**config.mk**
```make
export PLATFORM = sky130hd
export DESIGN_NAME = npc_btb_fetch
export DESIGN_NICKNAME = d
export VERILOG_FILES = /design/src/rtl/npc_btb_fetch.sv
export SDC_FILE = /design/constraint.sdc
export NUM_CORES = 1
export LEC_CHECK = 0
export ABC_AREA = 1
export CAP_MARGIN = 10
export CORE_UTILIZATION = 25
export CTS_BUF_LIST = sky130_fd_sc_hd__clkbuf_8
export CTS_CLUSTER_SIZE = 25
export DETAILED_ROUTE_END_ITERATION = 8
export PLACE_DENSITY_LB_ADDON = 0.2
export SYNTH_ARGS = -nofsm -noshare
export SYNTH_HDL_FRONTEND = slang
export SYNTH_SLANG_ARGS = --single-unit
```
**constraint.sdc**
```tcl
create_clock -name clk -period 3.9 [get_ports clk]
set_input_delay 0.78 -clock clk [delete_from_list [all_inputs] [get_ports clk]]
set_output_delay 0.78 -clock clk [all_outputs]
set_load 0.05 [all_outputs]
```
**src/rtl/npc_btb_fetch.sv**
```systemverilog
// Next-PC unit for IF: owns the fetch PC and a direct-mapped BTB with saturating direction counters.
// Latency: lookup is combinational from the pc register; the next PC and BTB updates take effect at the next rising edge.
// Backpressure: stall holds pc; exc_valid and redirect_valid override stall; BTB updates ignore stall.
module npc_btb_fetch #(
    parameter int                  PC_WIDTH    = 32,
    parameter logic [PC_WIDTH-1:0] RESET_PC    = 32'h0000_3000,
    parameter logic [PC_WIDTH-1:0] EXC_VECTOR  = 32'h0000_4180,
    parameter int                  BTB_ENTRIES = 8,
    parameter int                  CNT_WIDTH   = 2
) (
    input  logic                clk,
    input  logic                reset_n,
    input  logic                stall,
    input  logic                exc_valid,
    input  logic                redirect_valid,
    input  logic [PC_WIDTH-1:0] redirect_pc,
    input  logic                upd_valid,
    input  logic [PC_WIDTH-1:0] upd_pc,
    input  logic                upd_taken,
    input  logic [PC_WIDTH-1:0] upd_target,
    output logic [PC_WIDTH-1:0] pc,
    output logic [PC_WIDTH-1:0] pc_4,
    output logic                pred_taken,
    output logic [PC_WIDTH-1:0] pred_target,
    output logic                btb_hit
);

    localparam int IDX_W = $clog2(BTB_ENTRIES);
    localparam int TAG_W = PC_WIDTH - 2 - IDX_W;

    localparam logic [CNT_WIDTH-1:0] CNT_MAX  = '1;
    localparam logic [CNT_WIDTH-1:0] CNT_ZERO = '0;
    localparam logic [CNT_WIDTH-1:0] CNT_WEAK = CNT_WIDTH'(1) << (CNT_WIDTH - 1);

    typedef struct packed {
        logic                 vld;
        logic [TAG_W-1:0]     tag;
        logic [PC_WIDTH-1:0]  target;
        logic [CNT_WIDTH-1:0] cnt;
    } btb_entry_t;

    btb_entry_t btb [BTB_ENTRIES];

    // Lookup side, driven purely by the registered pc.
    logic [IDX_W-1:0] rd_idx;
    logic [TAG_W-1:0] rd_tag;
    btb_entry_t       rd_ent;

    assign rd_idx      = pc[2 +: IDX_W];
    assign rd_tag      = pc[PC_WIDTH-1 -: TAG_W];
    assign rd_ent      = btb[rd_idx];
    assign pc_4        = pc + PC_WIDTH'(4);
    assign btb_hit     = rd_ent.vld && (rd_ent.tag == rd_tag);
    assign pred_taken  = btb_hit && rd_ent.cnt[CNT_WIDTH-1];
    assign pred_target = pred_taken ? rd_ent.target : pc_4;

    // Update side: resolved branches from EX.
    logic [IDX_W-1:0] upd_idx;
    logic [TAG_W-1:0] upd_tag;
    btb_entry_t       upd_ent;
    btb_entry_t       upd_nxt;
    logic             upd_hit;
    logic             upd_we;

    assign upd_idx = upd_pc[2 +: IDX_W];
    assign upd_tag = upd_pc[PC_WIDTH-1 -: TAG_W];
    assign upd_ent = btb[upd_idx];
    assign upd_hit = upd_ent.vld && (upd_ent.tag == upd_tag);

    // Byte-offset bits of instruction addresses carry no information here.
    logic unused_low_bits;
    assign unused_low_bits = ^{upd_pc[1:0], redirect_pc[1:0]};

    always_comb begin
        upd_we  = 1'b0;
        upd_nxt = upd_ent;
        if (upd_valid) begin
            if (upd_hit) begin
                upd_we = 1'b1;
                if (upd_taken) begin
                    upd_nxt.target = upd_target;
                    if (upd_ent.cnt != CNT_MAX) begin
                        upd_nxt.cnt = upd_ent.cnt + CNT_WIDTH'(1);
                    end
                end else if (upd_ent.cnt != CNT_ZERO) begin
                    upd_nxt.cnt = upd_ent.cnt - CNT_WIDTH'(1);
                end
            end else if (upd_taken) begin
                // Miss on a taken branch replaces whatever aliases into this slot.
                upd_we         = 1'b1;
                upd_nxt.vld    = 1'b1;
                upd_nxt.tag    = upd_tag;
                upd_nxt.target = upd_target;
                upd_nxt.cnt    = CNT_WEAK;
            end
        end
    end

    always_ff @(posedge clk or negedge reset_n) begin
        if (!reset_n) begin
            for (int i = 0; i < BTB_ENTRIES; i++) begin
                btb[i] <= '0;
            end
        end else if (upd_we) begin
            btb[upd_idx] <= upd_nxt;
        end
    end

    logic [PC_WIDTH-1:0] pc_nxt;

    always_comb begin
        pc_nxt = pred_target;
        if (exc_valid) begin
            pc_nxt = EXC_VECTOR;
        end else if (redirect_valid) begin
            pc_nxt = {redirect_pc[PC_WIDTH-1:2], 2'b00};
        end else if (stall) begin
            pc_nxt = pc;
        end
    end

    always_ff @(posedge clk or negedge reset_n) begin
        if (!reset_n) begin
            pc <= RESET_PC;
        end else begin
            pc <= pc_nxt;
        end
    end

endmodule

```
* Word-level counts from Yosys, hierarchy flattened
Cells that the tools add are included.
Operators by class: bitwise operators 2, mux-type cells 24, equality and inequality tests 4, reduce and logical (&&, ||, !) cells 5, add/subtract/negate cells 3, $lt $le $gt $ge 3
Operator list (number):
- $bwmux W496 | 1
- $mux W62 | 7
- $bmux W62 S3 | 2
- $demux W62 S3 | 1
- $mux W32 | 5
- $eq A27 B27 Y1 | 2
- $mux W34 | 1
- $add A32 B3 Y32 const B | 1
- $mux W28 | 1
- $ge A4 B4 Y1 const B | 2
- $not A3 Y4 | 2
- $mux W2 | 3
- $logic_and A1 B1 Y1 | 4
- $lt A4 B1 Y1 const B | 1
- $mux W1 | 3
- $ne A3 B1 Y1 const B | 1
- $add A2 B1 Y2 const B | 1
- $ne A2 B2 Y1 const B | 1
- $reduce_bool A2 Y1 | 1
- $sub A2 B1 Y2 const B | 1
Storage, ports and cells: output and inout bits 98, register bits 528

* Logic depth before layout (Yosys ltp)
Gate-level depths: netlist of the first run.
depth after elaboration 11, mapped depth 23

* Worst setup path before layout of the first run
Ideal clock, no wire load.
path type reg2out, start point register pc[2], end point output port pred_target[1], stages on the path, launching flop included 10, path buffers 5, setup slack -0.287 ns, arrival time 3.407 ns, required time 3.120 ns, cell sequence dfrtp_1 > clkbuf_1 > buf_2 > clkbuf_1 > clkbuf_1 > clkbuf_1 > nand2_1 > nand3_1 > a31oi_1 > o21ai_0
Between the ends: cells in the longest elaborated chain, start to end 8
RTL lines:
- start: declaration | RTL line 21 | output logic [PC_WIDTH-1:0] pc,
- start signal: assignment | RTL line 126 | pc <= pc_nxt;
- $not A3 Y4 (implied by the code) (*) | RTL line 51 | assign rd_ent = btb[rd_idx];
- $bmux W62 S3 (*) | RTL line 51
- $mux W62 (implied by the code) (*) (2 in a row) | RTL line 51
- $eq A27 B27 Y1 | RTL line 53 | assign btb_hit = rd_ent.vld && (rd_ent.tag == rd_tag);
- $logic_and A1 B1 Y1 | RTL line 53
- $logic_and A1 B1 Y1 | RTL line 54 | assign pred_taken = btb_hit && rd_ent.cnt[CNT_WIDTH-1];
- $mux W32 (*) | RTL line 55 | assign pred_target = pred_taken ? rd_ent.target : pc_4;
- end: declaration | RTL line 24 | output logic [PC_WIDTH-1:0] pred_target,
Mark *: on every way between the ends. The rest lies on a longest branch, timed or not. The select of a mux whose other input is x is not followed.

* Worst setup path after layout of the first run
start point register pc[2], end point output port pred_target[5]
Between the ends: cells in the longest elaborated chain, start to end 8, elaborated cells on any way between the ends 9
RTL lines (RTL line):
- $not A3 Y4 (implied by the code) | 51
- $bmux W62 S3 | 51
- $mux W62 (implied by the code) (2 in a row) | 51
- $eq A27 B27 Y1 | 53
- $logic_and A1 B1 Y1 | 53
- $logic_and A1 B1 Y1 | 54
- $mux W32 (*) | 55
Marks and branches as above.

==> metrics.txt, run 1 <==
HPWL after DPL ~100000 um; Synth cell types 40; Hold Slack 0.468 ns; clock latency on the worst-skew pair between 0.8 and 0.9 ns; Syn Area/Cell approximately 6.6 sq um; hold depth 2; htree depth 3; endpoints failing setup between 40 and 50; final period utilization 1.16; final critical-path required period 4.52 ns; TritonCTS Buffers ~100; die area ~130000 sq um; Horiz. Die Dim 366 um; synthesized area roughly 33000 sq um; GPL Wtd Cong approximately 0.90; max_slew headroom 0.402; I/O pin cnt approximately 200; setup ws final -0.624 ns; DRC violations left 0; PortBufs between 150 and 200; Setup CP Type register to output pin; share of post-route cells with drive strength above 1 0.148; status finished with violations; routed vias roughly 36k; largest net degree at the start of global routing 112; CTS clk-pin slew, worst paths about 0.07 ns; timing-limited maximum frequency between 200 and 250 MHz; CP arrival 3.74 ns; Placeable Area 132000 sq um; CTS tree yes; num rows roughly 130; Mapped Cells 5055; M1 WL around 69000 um; ys async rst share 1.00; metal3 WL 8660 um; Wirelength per Cell 21.5 um; nets@finish between 5k and 6k; Root Driver clkbuf_8; synthesis warning total 0; critical path endpoint category output pin; min-delay src btb[349]; R2R setup slack 0.60 ns; initial antenna violation count 4; via density per instance 4.95; Final Slew Violations 0; post-synthesis compound-gate area fraction 0.0998; total track usage 0.223; Congestion Overflow GR 0; reg2reg start pc[2]; Adder-Cell Fraction of Synth Area 0.000377; XOR/XNOR share of the synthesized area 0.00660; CP endpoint pred_target[5]; Worst Setup SP pc[2]; R2R depth 26; r2r endpoint pc[11]; DRT iter0 DRCs about 3.2k; Worst EP required 3.12 ns; TNS Setup -19.64 ns; post-route ant nets 0; top routing layer used met4; Max Clock Skew 0.0452 ns; EDFF count, synth 0; failing checks negative setup slack; syn nets between 5k and 6k; Area Growth Syn to Fin 30.8%; Max clock buf depth 3; Max VDD drop 0.272 mV; detailed-router iteration count before antenna repair 6; pwr dens between 400 and 500 nW/um^2; crit path max fanout 8; register area share after synthesis 0.398; Fill cells approximately 14k; type of the most critical hold path register to register; vias in the first global route around 34k; RSZ-0062 raised after global routing yes; clk sink count between 500 and 600; Power, Total around 19000 uW; Lkg Pwr 0.0218 uW; measured slew at the worst slew-check pin between 0.8 and 0.9 ns; global-route wire length before repair around 230000 um; Initial Utilization 0.252; Seq cells post-synth approximately 530; largest family of logic cells by synthesized area simple AND/OR/NAND/NOR gates; mux cell area share after synthesis 0.00781; final WL about 150000 um; Final Hold Fails 0; Simple-Gate Fraction of Synth Area 0.394; CP startpoint kind register; WL met2 72200 um; main flop type after synthesis dfrtp_1; max-cap violations 0; Die Y ~370 um
==> worst max-delay path, cell delays in order (launching register included) <==
cell	delay, ns
dfrtp_4	0.50
buf_12	0.16
buf_4	0.15
inv_8	0.09
buf_6	0.12
nand2_1	0.05
nand3_1	0.08
nand2_2	0.11
nand2_1	0.09
nand2_1	0.06
nand2_1	0.07
nand2_1	0.07
nor2_2	0.13
nand2_1	0.07
nor2_1	0.09
nand2_1	0.09
nor2_4	0.16
buf_12	0.15
nand2_8	0.08
buf_12	0.16
buf_4	0.15
nand2_2	0.06
nand2_1	0.06
buf_6	0.16
==> layout by cell type, fill, tap and decap left out, types with 11 or more instances in the layout <==
| master | count |
|---|---|
| nand2_2 | 45 |
| clkdlybuf4s50_1 | 128 |
| a21oi_1 | 82 |
| buf_6 | 34 |
| o21ai_1 | 14 |
| nor2_1 | 254 |
| o21ai_0 | 310 |
| nand3_4 | 12 |
| a221oi_1 | 53 |
| clkbuf_8 | 130 |
| mux2_2 | 23 |
| buf_4 | 234 |
| nand3_2 | 46 |
| nand4_1 | 32 |
| nand2_1 | 2030 |
| buf_12 | 127 |
| a22oi_1 | 33 |
| nand3_1 | 681 |
| a31oi_1 | 12 |
| inv_1 | 380 |
| o22ai_1 | 29 |
| buf_8 | 21 |
| dfrtp_1 | 523 |
| nand2_4 | 32 |
| xor2_1 | 13 |
| inv_2 | 11 |
==> cells by family after synthesis <==
group / count (synthesis)
AOI/OAI and AO/OA: 576
xor gates and xnor gates: 25
adders and majority gates: 1
buffers and inverters: 721
DFF: 528
muxes: 23
and+or+nand+nor: 3181
==> what timing repair did <==
item,CTS,global route
setup buffers,1,20
setup endpoints to repair,50,53
pin swaps,0,37
hold buffers,1,0
cloned,0,9
endpoints found under the hold margin,48,0
gates resized for setup,65,271
==> report_power, final <==
part / switching (uW) / total, uW / internal (uW)
Clock: 2720 / 5690 / 2970
Sequential: 826 / 7380 / 6560
Combinational: 3830 / 5930 / 2100
==> how the worst min path moves through the flow <==
stage | end | slack, ns
after floorplan | btb[100] | 0.44
after detailed placement | btb[240] | 0.46
after global placement | btb[469] | 0.45
final | btb[349] | 0.47
after CTS | btb[120] | 0.47
after global routing | btb[17] | 0.48
==> per-layer routing <==
| metal | vias up | GRT usage |
|---|---|---|
| met5 | - | 0 |
| met4 | 0 | 0.0706 |
| met3 | 241 | 0.0267 |
| li1 | 16900 | - |
| met1 | 17200 | 0.303 |
| met2 | 1182 | 0.367 |
==> final cells by class <==
class | count | area (sq um) | area share
Multi-Input combinational cell | 3806 | 18000 | 0.414
Timing Repair Buffer | 558 | 6540 | 0.151
Sequential cell | 528 | 13200 | 0.305
Antenna cell | 2 | 5.00 | 0.000115
Timing Repair inverter | 1 | 11.3 | 0.000260
Inverter | 364 | 1410 | 0.0325
Tap cell | 1755 | 2200 | 0.0506
Clock inverter | 49 | 228 | 0.00525
Clock buffer | 130 | 1790 | 0.0412
==> stage by stage <==
step / utilization / worst slack (ns) / cell area [sq um] / instances
2_1_floorplan: - / -0.0118 / 33200 / 5055
3_3_place_gp: 0.301 / -0.0482 / 39600 / 6981
3_5_place_dp: 0.301 / -0.0279 / 39600 / 6981
4_1_cts: 0.318 / -0.691 / 41900 / 7162
5_1_grt: 0.330 / -0.769 / 43400 / 7193
6_report: 0.330 / -0.624 / 43400 / 7193
==> state kept, by name, summed over array words and instances (netlist names) <==
register,count
btb,496
pc,32
==> synthesized netlist by cell type (all sizes together) (13+ instances only) <==
library cell | count | area [sq um]
a31oi | 13 | 81.3
inv | 360 | 1350
buf | 170 | 1030
xor2 | 23 | 201
clkbuf | 187 | 702
o22ai | 29 | 181
nand2 | 2111 | 7950
mux2 | 23 | 259
nand3 | 739 | 3710
a221oi | 53 | 464
a21oi | 83 | 415
nor4 | 13 | 81.3
o21ai | 333 | 1670
dfrtp | 526 | 13200
nand4 | 32 | 200
a22oi | 33 | 248
nor2 | 269 | 1010
Note: power is estimated with default switching activity, not from simulation.
==> run 2: changes to the inputs <==
--- a/config.mk
+++ b/config.mk
@@ -9,7 +9,7 @@
 export CAP_MARGIN = 10
 export CORE_UTILIZATION = 25
 export CTS_BUF_LIST = sky130_fd_sc_hd__clkbuf_8
-export CTS_CLUSTER_SIZE = 25
+export CTS_CLUSTER_SIZE = 16
 export DETAILED_ROUTE_END_ITERATION = 8
 export PLACE_DENSITY_LB_ADDON = 0.2
 export SYNTH_ARGS = -nofsm -noshare
==> constraint.sdc (replaced) <==
create_clock -name clk -period 5 [get_ports clk]
set_input_delay 1 -clock clk [delete_from_list [all_inputs] [get_ports clk]]
set_output_delay 1 -clock clk [all_outputs]
set_load 0.02 [all_outputs]
==> run 2 against run 1 <==
The flow now finishes without violations. Critical endpoint is now pred_target[23]. Highest routed layer is now met5. Die area unchanged. First-iteration DRC count up 1.8%. Total power down 25%.
==> metrics.txt, run 2 (synthesized netlist as in run 1, its figures left out) <==
largest net degree at the start of global routing 130 (was 112); R2R setup slack 1.66 ns (was 0.60 ns); max_slew headroom 0.281 (was 0.402); GPL Wtd Cong 0.865 (was 0.899); Root Driver clkbuf_8 (unchanged); P_int 8750 uW (was 11600 uW); Max clock buf depth 3 (unchanged); sequential share of power 0.403 (was 0.388); max-cap violations 0 (unchanged); die area 134000 sq um (unchanged); CP arrival 3.86 ns (was 3.74 ns); status finished clean (was finished with violations); CP startpoint kind register (unchanged); Lkg Pwr 0.0204 uW (was 0.0218 uW); measured slew at the worst slew-check pin 1.08 ns (was 0.896 ns); CP peak stage delay 0.55 ns (was 0.50 ns); I/O pin cnt 201 (unchanged); HPWL after DPL 93800 um (was 99600 um); final core occ 0.304 (was 0.330); Final Slew Violations 0 (unchanged); CTS clk-pin slew, worst paths 0.07 ns (about the same); crit path max fanout 24 (was 8); Max VDD drop 0.185 mV (was 0.272 mV); pwr dens 357 nW/um^2 (was 438 nW/um^2); nets@finish 5281 (was 5464); slowest CP cell dfrtp_4 (unchanged); Net Sw Frac 0.387 (was 0.388); TNS Setup 0 ns (was -19.64 ns); r2r endpoint btb[481] (was pc[11]); Die Y 366 um (unchanged); clk sink count 528 (unchanged); RSZ-0062 raised after global routing yes (unchanged); most frequent cells in the layout 2098 x nand2_1, 712 x nand3_1, 523 x dfrtp_1 (was 2030 x nand2_1, 681 x nand3_1, 523 x dfrtp_1); R2R depth 18 (was 26); hold_buf cts 0 (was 1); Layout Cells excl Fill 7014 (was 7193); Hold Slack 0.211 ns (was 0.468 ns); Max Clock Skew 0.0396 ns (was 0.0452 ns); DRT iter0 DRCs 3282 (was 3225); Wirelength per Cell 21.7 um (was 21.5 um); global-route wire length before repair 225000 um (was 227000 um); type of the most critical hold path input pin to asynchronous set/reset pin (was register to register); CP Cell Sequence buf_4 > buf_16 > nand2_1 > nand3_1 > nand2_1 > nand2_1 > nand3_1 > nand2_1 > nor2_1 > nand2_1 > nor2_1 > nand2_1 > nor2_4 > buf_12 > buf_12 > buf_4 > nand3_2 > nand2_1 > buf_2 (was buf_12 > buf_4 > inv_8 > buf_6 > nand2_1 > nand3_1 > nand2_2 > nand2_1 > nand2_1 > nand2_1 > nand2_1 > nor2_2 > nand2_1 > nor2_1 > nand2_1 > nor2_4 > buf_12 > nand2_8 > buf_12 > buf_4 > nand2_2 > nand2_1 > buf_6); Placeable Area 132000 sq um (unchanged); PortBufs 196 (unchanged); DP Cell Count 6809 (was 6981); Clock power frac 0.314 (was 0.299); Horiz. Die Dim 366 um (unchanged); htree depth 3 (unchanged); total track usage 0.222 (was 0.223); initial antenna violation count 9 (was 4); Final Hold Fails 0 (unchanged); share of post-route cells with drive strength above 1 0.0871 (was 0.148); Area Growth Syn to Fin 20.4% (was 30.8%); final period utilization 0.972; routed vias 34.7k (was 35.6k); CTS tree yes (unchanged); clock latency on the worst-skew pair 0.81 ns (about the same); max FFs per register 496 (unchanged); detailed-router iteration count before antenna repair 8 (was 6); DRC violations left 0 (unchanged); reg2reg start btb[100] (was pc[2]); via density per instance 4.95 (about the same); Regs by FF count btb (496), pc (32) (unchanged); timing-limited maximum frequency between 200 and 250 MHz; post-route ant nets 0 (unchanged); num rows 133 (unchanged); final critical-path required period slightly below 5 ns; Worst EP required 4.00 ns (was 3.12 ns); combinational share of power 0.283 (was 0.312); commonest non-fill, non-tap cell in the layout nand2_1 (unchanged); final WL 152000 um (was 155000 um); critical path endpoint category output pin (unchanged); endpoints failing setup 0 (was 41); Top reg by flops btb (unchanged); sw power 5520 uW (was 7380 uW); Initial Utilization 0.252 (unchanged); cell repeated most along the worst path nand2_1 (unchanged); Congestion Overflow GR 0 (unchanged); vias in the first global route 33.0k (was 34.0k); Setup CP Type register to output pin (unchanged); TritonCTS Buffers 100 (was 101)
-- run 2: changes by cell type in the layout (fill, tap and decap cells not counted), sizes merged --
cell / delta
clkbuf: +17
clkinv: +8
diode: +1
buf: -239
dlygate4sd2: +7
dlygate4sd3: -1
clkdlybuf4s15: +1
bufinv: +1
clkinvlp: -2
clkdlybuf4s50: +20
dlymetal6s2s: +5
bufbuf: +3
-- run 2: area by class of cell --
cell class / count / area (sq um)
repair buffers: 376 / 3950
repair inverters: 1 / 8.76
clock buffers: 125 / 1720
clock inverters: 56 / 298
inverters: 364 / 1410
diodes: 3 / 7.51
multi-input cells: 3806 / 17100
flip-flops and latches: 528 / 13200
fillers: 14600 / 91700
well taps: 1755 / 2200
-- run 2: power groups by stage --
| stage | Sequential [uW] | Combinational (uW) | Clock, uW |
|---|---|---|---|
| after floorplan | 5650 | 2440 | 0 |
| after global placement | 5800 | 3910 | 0 |
| after detailed placement | 5810 | 3940 | 0 |
| after CTS | 5750 | 4030 | 4570 |
| after global routing | 5870 | 4520 | 4750 |
| final | 5760 | 4040 | 4480 |
-- run 2: how the worst max path moves through the flow --
stage	from	to	slack [ns]	depth (start not counted)
after global placement	pc[2]	pred_target[23]	0.21	17
after floorplan	pc[4]	pred_target[31]	1.39	13
after detailed placement	pc[2]	pred_target[28]	0.20	10
after global routing	pc[2]	pred_target[23]	-0.02	20
after CTS	pc[2]	pc_4[22]	0.0007	14
final	pc[2]	pred_target[23]	0.14	19
-- run 2: routing by layer --
metal  GRT usage  vias up  wire length [um]
li1            -    16500                 -
met1       0.301    16800             67500
met2       0.360     1138             70300
met3      0.0319      248              9010
met4      0.0728        4              5240
met5           0        -                34
-- run 2: what timing repair did --
action                     4_1_cts  5_1_grt
setup buffers                    9        4
pin swaps                        0        5
resized for setup               89       90
gates cloned                     6        2
setup endpoints to repair       45       47
-- run 2: worst max-delay path, delay by kind of cell, from the launching register on --
kind / cells / cell delay, ns
buffers and inverters: 6 / 0.93
flip-flops: 1 / 0.55
AND/OR/NAND/NOR: 13 / 1.51
-- run 2: through the flow --
stage | total power (uW) | instance area (sq um) | setup WS [ns]
floorplan | 8090 | 33200 | 1.39
global placement | 9710 | 37400 | 0.213
detailed placement | 9750 | 37400 | 0.203
CTS | 14300 | 39800 | 0.000714
global route | 15100 | 40000 | -0.0168
finish | 14300 | 40000 | 0.138
